$ cat src/rtl/mem_access_unit_if.sv
// Request/response and data-memory bus of the MEM-stage access unit.
// slave = access unit side, master = pipeline/memory environment side.
interface mem_access_unit_if;
  logic        i_valid;
  logic        i_load;
  logic        i_store;
  logic [1:0]  i_size;
  logic        i_signed;
  logic [31:0] i_addr;
  logic [31:0] i_wdata;
  logic        o_stall;
  logic [31:0] o_rdata;
  logic        o_rvalid;
  logic        o_fault;
  logic        o_Memread;
  logic        o_MemWrite;
  logic [31:0] o_address;
  logic [31:0] o_writeData;
  logic [31:0] i_readData;

  modport slave (
    input  i_valid, i_load, i_store, i_size,
    input  i_signed, i_addr, i_wdata, i_readData,
    output o_stall, o_rdata, o_rvalid, o_fault,
    output o_Memread, o_MemWrite, o_address, o_writeData
  );

  modport master (
    output i_valid, i_load, i_store, i_size,
    output i_signed, i_addr, i_wdata, i_readData,
    input  o_stall, o_rdata, o_rvalid, o_fault,
    input  o_Memread, o_MemWrite, o_address, o_writeData
  );
endinterface

$ cat src/rtl/mem_access_unit.sv
// MEM-stage load/store initiator for a word-addressed data memory.
// Sub-word stores are done as a read-modify-write over two cycles.
module mem_access_unit #(
  parameter int ADDR_W = 5
) (
  input  logic               i_clk,
  input  logic               i_rst,
  mem_access_unit_if.slave   bus
);

  typedef enum logic {IDLE, RMW_WR} state_t;

  state_t            r_state;
  state_t            w_next;
  logic [31:0]       r_rdata;
  logic              r_rvalid;
  logic              r_fault;
  logic [31:0]       r_word;
  logic [31:0]       r_wdata;
  logic [ADDR_W-1:0] r_idx;
  logic [1:0]        r_lane;
  logic [1:0]        r_size;

  logic [ADDR_W-1:0] w_idx;
  logic              w_hi_bad;
  logic              w_misalign;
  logic              w_req;
  logic              w_ok;
  logic              w_fault;
  logic              w_ld;
  logic              w_st;
  logic              w_st_word;
  logic              w_st_sub;
  logic [4:0]        w_sh_amt;
  logic [31:0]       w_sh;
  logic [31:0]       w_ext;
  logic [4:0]        w_rsh;
  logic [31:0]       w_mask;
  logic [31:0]       w_merge;
  logic              w_rd;
  logic              w_wr;
  logic              w_stall;
  logic [31:0]       w_addr;
  logic [31:0]       w_wdat;

  assign w_idx    = bus.i_addr[ADDR_W+1:2];
  assign w_hi_bad = |bus.i_addr[31:ADDR_W+2];

  // Alignment rule per access size; size 11 is always illegal.
  always_comb begin
    w_misalign = 1'b1;
    case (bus.i_size)
      2'b00:   w_misalign = 1'b0;
      2'b01:   w_misalign = bus.i_addr[0];
      2'b10:   w_misalign = |bus.i_addr[1:0];
      default: w_misalign = 1'b1;
    endcase
  end

  assign w_req     = bus.i_valid && (r_state == IDLE) && !i_rst;
  assign w_ok      = w_req && !w_misalign && !w_hi_bad;
  assign w_fault   = w_req && (bus.i_load || bus.i_store) &&
                     (w_misalign || w_hi_bad ||
                      (bus.i_load && bus.i_store));
  assign w_ld      = w_ok && bus.i_load && !bus.i_store;
  assign w_st      = w_ok && bus.i_store && !bus.i_load;
  assign w_st_word = w_st && (bus.i_size == 2'b10);
  assign w_st_sub  = w_st && (bus.i_size != 2'b10);

  // Lane select: aligned half/word accesses share the byte shift.
  assign w_sh_amt = {bus.i_addr[1:0], 3'b000};
  assign w_sh     = bus.i_readData >> w_sh_amt;

  // Extend the selected lane to 32 bits.
  always_comb begin
    w_ext = w_sh;
    case (bus.i_size)
      2'b00:
        w_ext = {{24{bus.i_signed & w_sh[7]}}, w_sh[7:0]};
      2'b01:
        w_ext = {{16{bus.i_signed & w_sh[15]}}, w_sh[15:0]};
      default:
        w_ext = w_sh;
    endcase
  end

  // Replace the latched lane(s) of the old word with new data.
  assign w_rsh   = {r_lane, 3'b000};
  assign w_mask  = ((r_size == 2'b00) ? 32'h0000_00FF
                                      : 32'h0000_FFFF) << w_rsh;
  assign w_merge = (r_word & ~w_mask) |
                   ((r_wdata << w_rsh) & w_mask);

  // Next-state and memory-side outputs.
  always_comb begin
    w_next  = r_state;
    w_rd    = 1'b0;
    w_wr    = 1'b0;
    w_stall = 1'b0;
    w_addr  = 32'h0;
    w_wdat  = 32'h0;
    if (i_rst) begin
      w_next = IDLE;
    end else begin
      case (r_state)
        IDLE: begin
          if (w_ld) begin
            w_rd   = 1'b1;
            w_addr = {{(32-ADDR_W){1'b0}}, w_idx};
          end else if (w_st_word) begin
            w_wr   = 1'b1;
            w_addr = {{(32-ADDR_W){1'b0}}, w_idx};
            w_wdat = bus.i_wdata;
          end else if (w_st_sub) begin
            w_rd    = 1'b1;
            w_stall = 1'b1;
            w_addr  = {{(32-ADDR_W){1'b0}}, w_idx};
            w_next  = RMW_WR;
          end
        end
        RMW_WR: begin
          w_wr   = 1'b1;
          w_addr = {{(32-ADDR_W){1'b0}}, r_idx};
          w_wdat = w_merge;
          w_next = IDLE;
        end
        default: w_next = IDLE;
      endcase
    end
  end

  // State, pulses, load result and RMW capture.
  always_ff @(posedge i_clk) begin
    if (i_rst) begin
      r_state  <= IDLE;
      r_rdata  <= 32'h0;
      r_rvalid <= 1'b0;
      r_fault  <= 1'b0;
    end else begin
      r_state  <= w_next;
      r_rvalid <= w_ld;
      r_fault  <= w_fault;
      if (w_ld) r_rdata <= w_ext;
    end
  end

  // Old word and request fields for the write half of RMW.
  always_ff @(posedge i_clk) begin
    if (w_st_sub) begin
      r_word  <= bus.i_readData;
      r_idx   <= w_idx;
      r_lane  <= bus.i_addr[1:0];
      r_size  <= bus.i_size;
      r_wdata <= bus.i_wdata;
    end
  end

  assign bus.o_stall     = w_stall;
  assign bus.o_Memread   = w_rd;
  assign bus.o_MemWrite  = w_wr;
  assign bus.o_address   = w_addr;
  assign bus.o_writeData = w_wdat;
  assign bus.o_rdata     = r_rdata;
  assign bus.o_rvalid    = r_rvalid;
  assign bus.o_fault     = r_fault;

endmodule

$ cat src/flat_wrapper.sv
// flat-port wrapper written by rule: the top's interface ports become plain ports
module mem_access_unit_flat 
#(
  parameter int ADDR_W = 5
)
  (i_clk, i_rst, bus_i_valid, bus_i_load, bus_i_store, bus_i_size, bus_i_signed, bus_i_addr, bus_i_wdata, bus_i_readData, bus_o_stall, bus_o_rdata, bus_o_rvalid, bus_o_fault, bus_o_Memread, bus_o_MemWrite, bus_o_address, bus_o_writeData);
  mem_access_unit_if bus_i ();
  input  logic i_clk;
  input  logic i_rst;
  input wire logic [$bits(bus_i.i_valid)-1:0] bus_i_valid;
  input wire logic [$bits(bus_i.i_load)-1:0] bus_i_load;
  input wire logic [$bits(bus_i.i_store)-1:0] bus_i_store;
  input wire logic [$bits(bus_i.i_size)-1:0] bus_i_size;
  input wire logic [$bits(bus_i.i_signed)-1:0] bus_i_signed;
  input wire logic [$bits(bus_i.i_addr)-1:0] bus_i_addr;
  input wire logic [$bits(bus_i.i_wdata)-1:0] bus_i_wdata;
  input wire logic [$bits(bus_i.i_readData)-1:0] bus_i_readData;
  output wire logic [$bits(bus_i.o_stall)-1:0] bus_o_stall;
  output wire logic [$bits(bus_i.o_rdata)-1:0] bus_o_rdata;
  output wire logic [$bits(bus_i.o_rvalid)-1:0] bus_o_rvalid;
  output wire logic [$bits(bus_i.o_fault)-1:0] bus_o_fault;
  output wire logic [$bits(bus_i.o_Memread)-1:0] bus_o_Memread;
  output wire logic [$bits(bus_i.o_MemWrite)-1:0] bus_o_MemWrite;
  output wire logic [$bits(bus_i.o_address)-1:0] bus_o_address;
  output wire logic [$bits(bus_i.o_writeData)-1:0] bus_o_writeData;
  assign bus_i.i_valid = bus_i_valid;
  assign bus_i.i_load = bus_i_load;
  assign bus_i.i_store = bus_i_store;
  assign bus_i.i_size = bus_i_size;
  assign bus_i.i_signed = bus_i_signed;
  assign bus_i.i_addr = bus_i_addr;
  assign bus_i.i_wdata = bus_i_wdata;
  assign bus_i.i_readData = bus_i_readData;
  assign bus_o_stall = bus_i.o_stall;
  assign bus_o_rdata = bus_i.o_rdata;
  assign bus_o_rvalid = bus_i.o_rvalid;
  assign bus_o_fault = bus_i.o_fault;
  assign bus_o_Memread = bus_i.o_Memread;
  assign bus_o_MemWrite = bus_i.o_MemWrite;
  assign bus_o_address = bus_i.o_address;
  assign bus_o_writeData = bus_i.o_writeData;
  mem_access_unit #(.ADDR_W(ADDR_W)) u_core (.i_clk(i_clk), .i_rst(i_rst), .bus(bus_i));
endmodule
$ cat config.mk
export PLATFORM = sky130hd
export DESIGN_NAME = mem_access_unit_flat
export DESIGN_NICKNAME = d
export VERILOG_FILES = /design/src/rtl/mem_access_unit_if.sv /design/src/rtl/mem_access_unit.sv /design/src/flat_wrapper.sv
export SDC_FILE = /design/constraint.sdc
export NUM_CORES = 1
export LEC_CHECK = 0
export BUFFER_PORTS_ARGS = -buffer_cell sky130_fd_sc_hd__buf_4
export CAP_MARGIN = 25
export CORE_MARGIN = 1
export CORE_UTILIZATION = 35
export DETAILED_ROUTE_END_ITERATION = 16
export PLACE_DENSITY = 0.63
export SKIP_LAST_GASP = 1
export SYNTH_ARGS = -nofsm -noshare
export SYNTH_HDL_FRONTEND = slang
export SYNTH_SLANG_ARGS = --single-unit
$ cat constraint.sdc
create_clock -name i_clk -period 5.2 [get_ports i_clk]
set_clock_uncertainty 0.1 [all_clocks]
set_input_delay 0.78 -clock i_clk [delete_from_list [all_inputs] [get_ports i_clk]]
set_output_delay 0.78 -clock i_clk [all_outputs]
set_load 0.02 [all_outputs]
# --- Yosys cells after proc, flatten, opt, wreduce, memory -nomap -nowiden ---
# Cells that the tools add are included.
op_classes:
  reduce_logical: 25
  n_div: 0
  muxes: 25
  n_lt_le_gt_ge: 0
  shifts: 3
  eq_ne: 3
  n_bitwise: 7
  multipliers: 0
  n_addsub: 0
ops:
  columns: ["cell", "count"]
  rows:
  - ["two-way mux 32 bit", 6]
  - ["case mux 32 bit (2 select lines)", 3]
  - ["bitwise AND 32 bit", 2]
  - ["<< shifter 32 x 5 -> 32 bit", 2]
  - ["inverter 32 bit", 1]
  - ["OR 32 bit", 1]
  - ["right shift 32 x 5 -> 32 bit", 1]
  - ["OR reduction 25 bit", 1]
  - ["two-way mux 16 bit", 1]
  - ["logical AND 1 bit", 13]
  - ["two-way mux 1 bit", 11]
  - ["zero test 1 bit", 5]
  - ["two-way mux 5 bit", 1]
  - ["zero test 2 bit", 2]
  - ["case mux 1 bit (2 select lines)", 2]
  - ["logical OR 1 bit", 3]
  - ["case mux 1 bit (3 select lines)", 1]
  - ["bitwise AND 1 bit", 2]
  - ["equality test 2 x 1 -> 1 bit, second input constant", 1]
  - ["equality test 2 bit, second input constant", 1]
  - ["inequality test 2 bit, second input constant", 1]
  - ["OR reduction 2 bit", 1]
  - ["inverter 1 bit", 1]
word_totals:
  latch_bits: 0
  reg_bits: 108
  inputBits: 104
  word_cells: 72
  rom_bits: 0
  ram_bits: 0
  memories: 0

# --- Longest topological paths before layout ---
logic_depth:
  depth_word: 13
  ltp_mapped: 7

# --- Worst setup path before layout ---
# No wires, ideal clock.
synth_path:
  kind: "in2reg"
  from: "input port bus_i_addr[8]"
  to: "register u_core.r_idx[0], enable pin"
  stages: 5
  required_time_ns: 4.628
  slack_ns: 0.269
  setup_ns: 0.472
  arrival_ns: 4.359
  cell_sequence: "nor4_2 nand4_2 or4b_1 clkbuf_1 nor2_1"
synth_between:
  elab_chain_cells: 6
synth_rtl:
  columns: ["element", "line", "rtl"]
  rows:
  - ["start, declared", "flat_wrapper.sv:15", "input wire logic [$bits(bus_i.i_addr)-1:0] bus_i_addr;"]
  - ["OR reduction 25 bit", "mem_access_unit.sv:47", "assign w_hi_bad = |bus.i_addr[31:ADDR_W+2];"]
  - ["zero test 1 bit", "mem_access_unit.sv:61", "assign w_ok = w_req && !w_misalign && !w_hi_bad;"]
  - ["logical AND 1 bit", "mem_access_unit.sv:61", null]
  - ["logical AND 1 bit (2 in series)", "mem_access_unit.sv:66", "assign w_st = w_ok && bus.i_store && !bus.i_load;"]
  - ["logical AND 1 bit", "mem_access_unit.sv:68", "assign w_st_sub = w_st && (bus.i_size != 2'b10);"]
  - ["end signal, assigned", "mem_access_unit.sv:151", "r_idx <= w_idx;"]
  - ["end, declared", "mem_access_unit.sv:20", "logic [ADDR_W-1:0] r_idx;"]
# Every way passes these cells.
# A chain may end at the register's enable or synchronous reset.

# --- Final worst setup path ---
layout_path:
  from: "input port i_rst"
  to: "output port bus_o_writeData[18]"
layout_between:
  elab_chain_cells: 11
layout_rtl:
  columns: ["element", "line", "rtl"]
  rows:
  - ["start, declared", "flat_wrapper.sv:9", "input logic i_rst;"]
  - ["zero test 1 bit", "mem_access_unit.sv:60", "assign w_req = bus.i_valid && (r_state == IDLE) && !i_rst;"]
  - ["logical AND 1 bit", "mem_access_unit.sv:60", null]
  - ["logical AND 1 bit (2 in series)", "mem_access_unit.sv:61", null]
  - ["logical AND 1 bit (2 in series)", "mem_access_unit.sv:66", null]
  - ["logical AND 1 bit", "mem_access_unit.sv:67", "assign w_st_word = w_st && (bus.i_size == 2'b10);"]
  - ["two-way mux 32 bit", "mem_access_unit.sv:110", "end else if (w_st_word) begin"]
  - ["two-way mux 32 bit", "mem_access_unit.sv:107", "if (w_ld) begin"]
  - ["case mux 32 bit (2 select lines)", "mem_access_unit.sv:105", "case (r_state)"]
  - ["two-way mux 32 bit (*)", "mem_access_unit.sv:102", "if (i_rst) begin"]
  - ["end, declared", "flat_wrapper.sv:25", "output wire logic [$bits(bus_i.o_writeData)-1:0] bus_o_writeData;"]
# Mark *: on every way between the ends. The rest lies on a longest branch, timed or not.

==> out/metrics.yaml <==
synth_top_area_frac: 0.3020
fmax_mhz: 276.1
rows: 46
worstSetupEndpointType: "output port"
critPathTopFamily: "simple AND/OR/NAND/NOR gates"
ys_top_cells_by_area: "edfxtp_1 (30%), dfxtp_1 (12%), mux2i_1 (10%)"
cts_tree: "built"
drive_above_1_share: 0.3513
max-slew-margin-rel: 0.3544
total_power_mw: 1.614
remaining_drc_errors: 0
syn2layout_area_growth_pct: 28.45
rsz0062_at_grt: "false"
drt_iter0_markers: 328
timing.max_cap.violations: 0
antenna_found_initial: 0
status: "complete, no violations"
dp_hpwl_um: 12340
viasPerCell: 5.208
worstMarginPinSlew_ns: 0.9664
ios: 205
slew_viol_final: 0
cpMaxStageDelayCell: "nor3b_1"
die_area_mm2: 0.01671
hold_viol: 0
nets: 805
cts_hold_buf: 0
wl_per_cell_um: 17.65
cpPeakStageDelay_ns: 0.44
p_leak_nw: 2.841
gp_congestion: 0.8261
synth_edf_count: 57
drtPass1Iterations: 4
cts_buffer_depth: 2
cp_max_fo: 43
syn_area_per_cell_um2: 10.14
insertion_delay_ns: 0.34
period_minus_slack_ns: 3.621
ant_nets: 0
numCtsBuffers: 9
crit_buf_inv: 3
clk_pin_slew_ns: 0.06
wl_um: 16280
grt_usage: 0.1974
path_class: "in -> out"
setup_slack_ns: 1.579
synth_common_cells: "edfxtp_1 (57), mux2i_1 (57), nand2_1 (48)"
die_h_um: 129.3
cp.required_ns: 4.32
antennaDiodeCount: 0
synthArstFlopShare: 0
synth_flop_cell: "edfxtp_1"
finalSetupTns_ns: 0
synthesis.area_mm2: 0.005668
synth_area_leader_cell: "edfxtp_1"
grt_pass1_vias: 4562
grt_max_degree: 52
grt_pass1_wl_um: 24840
cts_resized: 0
pre_cts_ws_ns: 1.555
worstPathArrival_ns: 2.74
hp-class: "reg -> reg"
cpMostUsedCell: "buf_4"
nFillCells: 1519
root_buffer: "clkbuf_16"
ys_seq_area_frac: 0.4256
initial_core_util: 0.3581
cts_num_sinks: 92
io_buffers: 177
coreArea_mm2: 0.01583
cp-start-kind: "input port"
grt_remaining_overflow: 0
ir_worst_vdd_mv: 0.1708
p_per_area_mw_per_mm2: 221.6
synth-seq-cells: 92
setup_viol: 0
synth_warnings: 0
timing.final.crit_share: 0.6964
post_cts_buffers: 0
vias: 4802
syn-instance-count: 559
die_w_um: 129.3
yosysUniqueCellTypes: 54
htreeDepth: 3
crit_chain: "buf_4, nor3b_1, nand2_1, or4_1, buf_4, a211oi_1, buf_4"
==> area by class of cell <==
type	instances	area [um2]	share of cell area
well taps	216	270.3	0.03712
multi-input cells	407	2873	0.3946
inverters	5	18.77	0.002578
repair buffers	186	1424	0.1956
flip-flops and latches	92	2412	0.3313
clock inverters	3	40.04	0.005499
clock buffers	13	242.7	0.03334
==> state kept, by name, indices dropped and copies added, names as in the netlist <==
| name | cells |
|---|---|
| u_core.bus.o_fault | 1 |
| u_core.bus.o_rvalid | 1 |
| u_core.bus.o_rdata | 32 |
| u_core.r_word | 32 |
| u_core.r_size | 2 |
| u_core.r_wdata | 16 |
| u_core.r_state | 1 |
| u_core.r_idx | 5 |
| u_core.r_lane | 2 |
==> final timing paths <==
path	end	depth (start not counted)	slack [ns]	from
max	bus_o_writeData[18]	7	1.58	i_rst
min	u_core.bus.o_rdata[29]$_SDFFE_PP0P_	2	0.38	u_core.bus.o_rdata[29]$_SDFFE_PP0P_
max reg2reg	u_core.r_wdata[13]$_DFFE_PN_	5	2.19	u_core.r_state$_SDFF_PP0_
min reg2reg	u_core.bus.o_rdata[29]$_SDFFE_PP0P_	2	0.38	u_core.bus.o_rdata[29]$_SDFFE_PP0P_
==> worst register-to-register path, cell delays in order (launching register included) <==
cell and delay (ns):
dfxtp_1 0.31, buf_4 0.23, nor3b_1 0.45, or4b_1 0.67
nor2_4 0.29, buf_4 0.56
==> kinds of logic (layout without fill, tap and decap cells) <==
group,count (synthesis),in the layout,synth area share
compound gates,161,161,0.2296
xor+xnor,2,2,0.003091
buf+inv,86,207,0.08609
flops,92,92,0.4256
mux,59,59,0.1046
other cells,1,27,0.0006616
simple gates,158,158,0.1503
==> where the power goes <==
group / total (mW) / switching (mW) / internal [mW]
Sequential: 0.774 / 0.0000844 / 0.773
Combinational: 0.201 / 0.109 / 0.0922
Clock: 0.639 / 0.264 / 0.376
==> per-layer routing <==
metal  wire length, um  vias to the layer above  track usage
met1              7216                     2241       0.2609
met5                 0                        -            0
met3              1006                       31      0.04088
met4               357                        0      0.08028
li1                  -                     2321            -
met2              7697                      209       0.3150
==> placed cells by master, fill, tap and decap left out, drive strengths merged, types with 15 or more instances in the layout <==
cell,n
nor2,29
conb,27
buf,186
nand2b,39
o2bb2ai,15
a22oi,29
nand2,48
a211oi,26
o21ai,15
dfxtp,35
mux2i,57
edfxtp,57
a21oi,19
==> per-stage QoR <==
step                      area (um2)  hold slack, ns  instances  utilization
after floorplan                 5766          0.4144        585            -
after detailed placement        6963          0.3653        904       0.4399
after global routing            7281          0.3963        922       0.4600
after global placement          6948          0.3620        903       0.4390
after CTS                       7246          0.3816        920       0.4578
final                           7281          0.3771        922       0.4600
Note: power is estimated with default switching activity, not from simulation.
